### src/rtl/seq_add_subtractor_if.sv
// Operand/result bundle for seq_add_subtractor.
// master = requester (CPU datapath / bench), slave = the adder itself.
interface seq_add_subtractor_if #(
    parameter int WIDTH = 16
);
    logic             start;
    logic [1:0]       op;
    logic             carry_in;
    logic [WIDTH-1:0] a;
    logic [WIDTH-1:0] b;
    logic             sat;
    logic             busy;
    logic             done;
    logic [WIDTH-1:0] r;
    logic             carry;
    logic             overflow;
    logic             zero;
    logic             negative;

    modport master (
        output start, op, carry_in, a, b, sat,
        input  busy, done, r, carry, overflow, zero, negative
    );

    modport slave (
        input  start, op, carry_in, a, b, sat,
        output busy, done, r, carry, overflow, zero, negative
    );
endinterface

### src/rtl/seq_add_subtractor.sv
// Multi-cycle add/subtract: SLICE bits per clock, carry chained through a
// register, ADD/SUB/ADC/SBC with a start/busy/done handshake and C/V/Z/N flags.
// Optional build macro SEQ_ADD_SUBTRACTOR_SATURATE_EN clamps r on signed
// overflow when the latched sat bit is set.
module seq_add_subtractor #(
    parameter int WIDTH = 16,
    parameter int SLICE = 4
) (
    input logic                  clk,
    input logic                  reset,
    seq_add_subtractor_if.slave  bus
);
    localparam int NSLICE = WIDTH / SLICE;
    localparam int CW     = (NSLICE > 1) ? $clog2(NSLICE) : 1;
    localparam logic [CW-1:0] LAST = CW'(NSLICE - 1);

    typedef enum logic [1:0] {IDLE, RUN, DONE} state_t;

    state_t           state_q;
    logic [CW-1:0]    cnt_q;
    logic [WIDTH-1:0] a_q, b_q, acc_q, r_q;
    logic             cy_q, carry_q, ovf_q, zero_q, neg_q, busy_q, done_q;
    logic             sat_q;

    int               idx;
    logic [SLICE-1:0] sa, sb;
    logic [SLICE:0]   sum_d;
    logic [WIDTH-1:0] acc_d, res_d;
    logic             cmsb_d, ovf_d;

    // Current slice sum and the candidate final result for the last slice.
    always_comb begin
        idx    = int'(cnt_q) * SLICE;
        sa     = a_q[idx +: SLICE];
        sb     = b_q[idx +: SLICE];
        sum_d  = {1'b0, sa} + {1'b0, sb} + {{SLICE{1'b0}}, cy_q};
        acc_d  = acc_q;
        acc_d[idx +: SLICE] = sum_d[SLICE-1:0];
        // carry into the top bit recovered from the top bit's sum equation
        cmsb_d = sa[SLICE-1] ^ sb[SLICE-1] ^ sum_d[SLICE-1];
        ovf_d  = cmsb_d ^ sum_d[SLICE];
        res_d  = acc_d;
`ifdef SEQ_ADD_SUBTRACTOR_SATURATE_EN
        // clamp toward the sign of the true result: no carry -> positive
        if (sat_q && ovf_d)
            res_d = sum_d[SLICE] ? {1'b1, {(WIDTH-1){1'b0}}}
                                 : {1'b0, {(WIDTH-1){1'b1}}};
`endif
    end

`ifndef SEQ_ADD_SUBTRACTOR_SATURATE_EN
    // sat is latched but has no effect in the wrapping build
    logic sat_unused;
    assign sat_unused = sat_q;
`endif

    // Control FSM with registered outputs; start sampled only in IDLE/DONE.
    always_ff @(posedge clk or posedge reset) begin
        if (reset) begin
            state_q <= IDLE;
            cnt_q   <= '0;
            a_q     <= '0;
            b_q     <= '0;
            acc_q   <= '0;
            r_q     <= '0;
            cy_q    <= 1'b0;
            sat_q   <= 1'b0;
            carry_q <= 1'b0;
            ovf_q   <= 1'b0;
            zero_q  <= 1'b0;
            neg_q   <= 1'b0;
            busy_q  <= 1'b0;
            done_q  <= 1'b0;
        end else begin
            case (state_q)
                IDLE, DONE: begin
                    done_q <= 1'b0;
                    if (bus.start) begin
                        a_q     <= bus.a;
                        b_q     <= bus.b ^ {WIDTH{bus.op[0]}};
                        cy_q    <= bus.op[1] ? bus.carry_in : bus.op[0];
                        sat_q   <= bus.sat;
                        cnt_q   <= '0;
                        busy_q  <= 1'b1;
                        state_q <= RUN;
                    end else begin
                        state_q <= IDLE;
                    end
                end
                RUN: begin
                    acc_q <= acc_d;
                    cy_q  <= sum_d[SLICE];
                    cnt_q <= cnt_q + CW'(1);
                    if (cnt_q == LAST) begin
                        r_q     <= res_d;
                        carry_q <= sum_d[SLICE];
                        ovf_q   <= ovf_d;
                        zero_q  <= (res_d == '0);
                        neg_q   <= res_d[WIDTH-1];
                        busy_q  <= 1'b0;
                        done_q  <= 1'b1;
                        state_q <= DONE;
                    end
                end
                default: state_q <= IDLE;
            endcase
        end
    end

    assign bus.busy     = busy_q;
    assign bus.done     = done_q;
    assign bus.r        = r_q;
    assign bus.carry    = carry_q;
    assign bus.overflow = ovf_q;
    assign bus.zero     = zero_q;
    assign bus.negative = neg_q;
endmodule

### src/flat_wrapper.sv
// flat-port wrapper written by rule: the top's interface ports become plain ports
module seq_add_subtractor_flat 
#(
    parameter int WIDTH = 16,
    parameter int SLICE = 4
)
  (clk, reset, bus_start, bus_op, bus_carry_in, bus_a, bus_b, bus_sat, bus_busy, bus_done, bus_r, bus_carry, bus_overflow, bus_zero, bus_negative);
  seq_add_subtractor_if #(.WIDTH(WIDTH)) bus_i ();
  input logic clk;
  input logic reset;
  input wire logic [$bits(bus_i.start)-1:0] bus_start;
  input wire logic [$bits(bus_i.op)-1:0] bus_op;
  input wire logic [$bits(bus_i.carry_in)-1:0] bus_carry_in;
  input wire logic [$bits(bus_i.a)-1:0] bus_a;
  input wire logic [$bits(bus_i.b)-1:0] bus_b;
  input wire logic [$bits(bus_i.sat)-1:0] bus_sat;
  output wire logic [$bits(bus_i.busy)-1:0] bus_busy;
  output wire logic [$bits(bus_i.done)-1:0] bus_done;
  output wire logic [$bits(bus_i.r)-1:0] bus_r;
  output wire logic [$bits(bus_i.carry)-1:0] bus_carry;
  output wire logic [$bits(bus_i.overflow)-1:0] bus_overflow;
  output wire logic [$bits(bus_i.zero)-1:0] bus_zero;
  output wire logic [$bits(bus_i.negative)-1:0] bus_negative;
  assign bus_i.start = bus_start;
  assign bus_i.op = bus_op;
  assign bus_i.carry_in = bus_carry_in;
  assign bus_i.a = bus_a;
  assign bus_i.b = bus_b;
  assign bus_i.sat = bus_sat;
  assign bus_busy = bus_i.busy;
  assign bus_done = bus_i.done;
  assign bus_r = bus_i.r;
  assign bus_carry = bus_i.carry;
  assign bus_overflow = bus_i.overflow;
  assign bus_zero = bus_i.zero;
  assign bus_negative = bus_i.negative;
  seq_add_subtractor #(.WIDTH(WIDTH), .SLICE(SLICE)) u_core (.clk(clk), .reset(reset), .bus(bus_i));
endmodule
### config.mk
export PLATFORM = sky130hd
export DESIGN_NAME = seq_add_subtractor_flat
export DESIGN_NICKNAME = d
export VERILOG_FILES = /design/src/rtl/seq_add_subtractor_if.sv /design/src/rtl/seq_add_subtractor.sv /design/src/flat_wrapper.sv
export SDC_FILE = /design/constraint.sdc
export NUM_CORES = 1
export LEC_CHECK = 0
export ABC_AREA = 1
export ABC_CLOCK_PERIOD_IN_PS = 2600
export CAP_MARGIN = 40
export CORE_AREA = 3 3 93 95
export CTS_CLUSTER_DIAMETER = 100
export DETAILED_ROUTE_END_ITERATION = 8
export DIE_AREA = 0 0 96 98
export GPL_TIMING_DRIVEN = 1
export PLACE_DENSITY = 0.71
export SLEW_MARGIN = 20
export SYNTH_ARGS = -nofsm -noshare
export SYNTH_HDL_FRONTEND = slang
export SYNTH_SLANG_ARGS = --single-unit
### constraint.sdc
create_clock -name clk -period 2.6 [get_ports clk]
set_input_delay 0.26 -clock clk [delete_from_list [all_inputs] [get_ports clk]]
set_output_delay 0.26 -clock clk [all_outputs]
set_load 0.005 [all_outputs]
## Word level (Yosys, flattened, before mapping)

Cells that the tools add are included.

| operators by class | value |
|---|---|
| reductions and logical operators | 9 |
| $mul | 0 |
| eq/ne operators | 5 |
| $add $sub $neg | 4 |
| bitwise operators | 4 |
| multiplexer cells | 14 |
| divide/modulo/power cells | 0 |
| $lt $le $gt $ge | 0 |
| shift-type cells | 4 |

Operators with widths:

| operator | number |
|---|---|
| negation 4 -> 33 bit | 1 |
| variable shift 4 x 33 -> 16 bit (first input constant) | 1 |
| indexed part select 4 x 33 -> 16 bit | 1 |
| indexed part select 16 x 5 -> 4 bit | 2 |
| bitwise mux 16 bit | 1 |
| zero test 16 bit | 1 |
| bitwise XOR 16 bit | 1 |
| case mux 2 bit (2 select lines) | 2 |
| AND reduction 2 bit | 4 |
| two-way mux 1 bit | 6 |
| case mux 1 bit (2 select lines) | 3 |
| adder 4 x 4 -> 5 bit | 1 |
| adder 5 x 1 -> 5 bit | 1 |
| == test 2 bit (second input constant) | 2 |
| two-way mux 2 bit | 2 |
| AND reduction 3 bit | 1 |
| bitwise XOR 1 bit | 3 |
| adder 2 x 1 -> 2 bit (second input constant) | 1 |
| == test 2 x 1 -> 1 bit (second input constant) | 1 |
| zero test 2 bit | 1 |
| != test 2 x 1 -> 1 bit (second input constant) | 1 |
| != test 2 bit (second input constant) | 1 |
| nonzero test 2 bit | 1 |
| OR reduction 2 bit | 1 |

| storage, ports and cells | value |
|---|---|
| bits in latches | 0 |
| input port bits | 39 |
| bits in registers | 75 |
| word-level logic and storage cells | 53 |
| ROM bits | 0 |
| memories | 0 |
| output and inout bits | 22 |
| memory bits (writable) | 0 |

## Logic depth before layout (Yosys ltp)

| depth | value |
|---|---|
| depth after elaboration | 6 |
| mapped depth | 19 |
| depth with buffers taken out | 17 |

## Worst setup path after synthesis

OpenSTA, ideal clock, no wires.

| path | value |
|---|---|
| kind | register to register |
| from | register u_core.cnt_q[0] |
| to | register u_core.zero_q (netlist: u_core.bus.zero) |
| data arrival time | 2,631 ps |
| stages on the path, launching flop included | 17 |
| setup time | 117 ps |
| period minus slack after synthesis | 2,748 ps |
| path slack | -148 ps |
| required time | 2,483 ps |
| path through | dfrtp_1 > buf_4 > buf_2 > buf_2 > o21ai_0 > o22ai_1 > fa_1 > inv_1 > fa_1 > nor2_2 > nand3_1 > o211ai_1 > nor2_1 > nand2_1 > nor2_1 > nand3_1 > nand2_1 |

| between the ends | value |
|---|---|
| longest elaborated chain between the ends | 6 |

RTL lines:

| what | RTL line | source |
|---|---|---|
| start, declared | seq_add_subtractor.sv:20 | `logic [CW-1:0] cnt_q;` |
| start signal, assigned | seq_add_subtractor.sv:93 | `cnt_q <= cnt_q + CW'(1);` |
| indexed part select 16 x 5 -> 4 bit, on equally long branches | seq_add_subtractor.sv:34, seq_add_subtractor.sv:35 |  |
| adder 4 x 4 -> 5 bit | seq_add_subtractor.sv:36 | `sum_d = {1'b0, sa} + {1'b0, sb} + {{SLICE{1'b0}}, cy_q};` |
| adder 5 x 1 -> 5 bit | seq_add_subtractor.sv:36 |  |
| indexed part select 4 x 33 -> 16 bit | seq_add_subtractor.sv:38 | `acc_d[idx +: SLICE] = sum_d[SLICE-1:0];` |
| bitwise mux 16 bit | seq_add_subtractor.sv:38 |  |
| zero test 16 bit | seq_add_subtractor.sv:98 | `zero_q <= (res_d == '0);` |
| end signal, assigned | seq_add_subtractor.sv:98 |  |
| end, declared | seq_add_subtractor.sv:22 | `logic cy_q, carry_q, ovf_q, zero_q, neg_q, busy_q, done_q;` |

Several ways; a longest one is shown, not always the timed one.
A chain may end at the register's enable or synchronous reset.

## Worst setup path in the final report

Ends and elaborated chain as after synthesis.

==> results.txt <==
- The flow ran to the end, and the final reports show no timing, DRC or antenna violations.
* Count of input and output buffers: slightly below 60
- Proportion of layout cells with a drive suffix above 1: 0.1815
* Finished layout cell area: around 0.0049 mm²
* Cells after synthesis: between 400 and 500
* Number of synthesized register bits: 74
- In this run the power density over the cells is around 1300 mW/mm².
- Later-pin clock latency in the skew report: approximately 0.34 ns
- Startpoint type of the worst setup path: flip-flop
- Top-Level Pins: 61
* Power share of the clock group: 0.152
- For the pin with the worst max-slew slack, the measured transition is between 0.7 and 0.8 ns.
* Number of distinct library cell variants in the gate-level netlist after synthesis: 32
* Pleak: between 2 and 2.5 nW
* Asr flop ratio synth: 1.000
* DP Worst Slack: roughly 0.014 ns
* Most used flip-flop cell after synthesis: dfrtp_1
- Antenna Diode Count: 0
* Maximum single-stage delay on the critical path: 0.45 ns
- For this run, the detailed router's first-pass iteration total came to 4.
- Of the total power, the share spent switching nets is 0.4166.
* Critical path, cell by cell: clkinv_4 > o21ai_1 > o22ai_2 > fa_2 > inv_2 > fa_2 > nor2_4 > nand3_1 > o211ai_1 > nor2_1 > nand2_1 > nor2_2 > nand3_1 > nand2_1
- The path class of the tightest hold or removal check is in2async.
- Compared with the post-synthesis result, the final layout area differs by 30.93%.
- The count of nets left with antenna violations once routing finished came out at 0.
- In the final design database the tool counted approximately 550 nets.
- Area after detailed placement: ~0.0045 mm²
- Wire length of the first global-routing pass: about 14 mm
- The setup check on the worst reg-to-reg path leaves a slack of 0.02 ns.
- Core area: approximately 0.008 mm²
- Number of buffers on the longest clock path: 2
- RSZ-0062 raised after global routing: true
* Top post-synthesis cells by area: dfrtp_1 50%, nand2_1 12%, o21ai_0 6.9%
* Max Cap Viol: 0
- Worst path required time: around 2.8 ns
* Final Non-Filler Cells: 609
- Number of levels in the clock H-tree: 3
- Number of buffers added to fix hold violations after cts: 0
- Total power consumption of the routed design: 0.006473 W
* Total of fill cells in the finished design: around 700
* Effective utilization at floorplan: 0.4761
* Syn. warnings: 0
- Switching component of the power: 0.002697 W
- The share of the Yosys chip area taken by registers is 0.4981.
* Final weighted congestion in routability-driven placement: roughly 0.92
- For the worst setup path, the data arrival time is 2.82 ns.
- Most instantiated cells after synthesis: 120 x nand2_1, 74 x dfrtp_1, 51 x o21ai_0, 35 x nor2_1, 34 x inv_1
* Number of global-route vias before repair: approximately 3100
- The die is approximately 96 µm wide.
- Clock-pin slew was measured on the worst setup and hold paths at about 0.080 ns.
- Final Cycle Share: 0.9910
- Summing all multi-input logic gate instances after layout gives about 0.0017 mm².
- Number of DRC violations after detailed routing: 0
- Number of placed cells counting well taps: ~590
- Layout Utilization: 0.6234
* Dominant delay contributor by cell family on the critical path: adder cells
- Initial antenna violation count: 0
* Sink Count: 74
- Slowest CP cell: fa_2
- Largest fanout on the critical path: 9
- Counting the buffers created by CTS gives 9.
* Library cell with the largest summed area after synthesis: dfrtp_1
- Iteration-0 DRC count of the detailed router: 88
- TritonCTS built the clock tree.
- Kind of end point of the critical path: flip-flop
* Synth Net Count: between 400 and 500
* Routed wirelength normalized by instance count: between 10 and 15 µm
- Syn Area/Cell: between 8 and 9 µm²
- The max-slew violation count was 0.
* Critical path class: reg2reg
* Proportion of netlist area held by the largest area contributor: 0.4981
- IR analysis of the VDD net gives a maximum drop of ~0.54 mV.
- Die Y-Extent: 98 µm
- Number of enable-type register cells in the synthesized netlist: 0
- The sequential cells in the finished layout cover a total of 0.001854 mm².
- Routed vias: 3012
- Setup slack closes at 0.02339 ns.
- Of the total power, combinational logic draws 0.548.
- The total count of hold-check failures in the final report is 0.
* Highest clock frequency the design can meet: just under 400 MHz
- Headroom to the max-slew limit: 0.4777
* Critical path buffer and inverter count: 2
* Setup violations, final: 0
- Core Rows: 32
- Using the TritonRoute via totals, the vias-per-cell ratio works out to just under 5.
- Tot GR Track Use: 0.1797
- Pin count of the biggest net entering global routing: 75
- After global routing the overflow that remains totals 0.
* Part of the power in registers: 0.300
* WL final: slightly below 8 mm
- The tree is rooted in a clkbuf_8.
- Final worst path period need: around 2.6 ns
* Internal power consumption: about 0.0038 W
* Setup clock skew after layout: 0.01095 ns
* Final HPWL from detailed placement: 5.740 mm
* Die Footprint: between 0.009 and 0.01 mm²
- Cell area after synthesis: between 0.003 and 0.004 mm²
- Top-count cell post-synth: nand2_1
==> power groups by stage <==
stage	Sequential [W]	Combinational [W]	Clock, W
6_report	0.00195	0.00354	0.000983
5_1_grt	0.00200	0.00404	0.00106
4_1_cts	0.00193	0.00327	0.00102
3_5_place_dp	0.00195	0.00324	0
3_3_place_gp	0.00193	0.00314	0
2_1_floorplan	0.00188	0.00227	0
==> path summary, 6_finish.rpt <==
kind                            cells after the start            start               to
min in group clk                                    2  u_core.bus.busy  u_core.bus.busy
worst min-delay path                                3            reset   u_core.b_q[13]
max in group asynchronous                           3            reset  u_core.cnt_q[1]
worst max register to register                     14  u_core.cnt_q[0]  u_core.bus.zero
worst max-delay path                               14  u_core.cnt_q[0]  u_core.bus.zero
worst min register to register                      2  u_core.bus.busy  u_core.bus.busy
==> cell type report <==
cell class                 count  share of cell area
clock buffer                  12             0.02982
clock inverter                 4             0.01542
inverter                      40             0.03188
multi-input combinational    294              0.3499
sequential                    74              0.3810
tap                          102             0.02622
timing repair buffer          83              0.1658
==> worst reg2reg max path, delay by kind of cell (launching register included) <==
kind | cells | cell delay [ns]
flip-flops | 1 | 0.43
AND/OR/NAND/NOR | 7 | 0.58
AO/OA/AOI/OAI | 3 | 0.45
adder cells (fa/ha/maj) | 2 | 0.83
buffers and inverters | 2 | 0.18
==> through the flow <==
step / hold WS [ns] / TNS, ns
finish: 0.3106 / 0
global route: 0.3483 / -0.1073
CTS: 0.3210 / 0
detailed placement: 0.4644 / 0
global placement: 0.4563 / 0
floorplan: 0.4104 / -0.02903
==> registers in the layout, indices dropped and copies added (netlist names) <==
| signal | flops |
|---|---|
| u_core.state_q | 2 |
| u_core.b_q | 16 |
| u_core.bus.r | 16 |
| u_core.bus.carry | 1 |
| u_core.a_q | 16 |
| u_core.bus.zero | 1 |
| u_core.cy_q | 1 |
| u_core.bus.busy | 1 |
| u_core.bus.done | 1 |
| u_core.acc_q | 16 |
| u_core.cnt_q | 2 |
| u_core.bus.overflow | 1 |
==> per-layer routing <==
metal / vias to the layer above / GRT usage / share of wire
li1: 1519 / - / -
met1: 1393 / 0.2299 / 0.43
met2: 76 / 0.2900 / 0.50
met3: 24 / 0.03467 / 0.040
met4: 0 / 0.08425 / 0.034
met5: - / 0 / 0
==> what timing repair did <==
item | in CTS | in global routing
setup endpoints to repair | 1 | 4
pin swaps | 3 | 19
gates resized for setup | 2 | 27
buffers inserted | 0 | 5
==> cells by family after synthesis <==
| family | count (synthesis) | share of synthesized area |
|---|---|---|
| and+or+nand+nor | 174 | 0.1932 |
| AOI/OAI and AO/OA | 76 | 0.1148 |
| DFF | 74 | 0.4981 |
| buffers and inverters | 59 | 0.06462 |
| xor gates and xnor gates | 17 | 0.04005 |
| muxes | 16 | 0.04813 |
| adders and majority gates | 11 | 0.04106 |
==> cell usage in the layout, fill, tap and decap left out, drive strengths merged, types with 2 or more instances in the layout <==
cell,Yosys,routed
nand4,3,3
nand2,122,122
a32oi,2,2
inv,40,39
buf,9,24
fa,2,2
a31oi,4,4
xnor2,16,16
clkinvlp,0,2
o22ai,8,8
bufinv,0,2
dfrtp,74,74
clkbuf,10,12
o211ai,2,2
nand3,9,9
a21oi,4,4
mux2,15,15
nor2,39,39
ha,9,9
clkdlybuf4s50,0,59
o21ai,54,54
(Power assumes the default switching activity.)
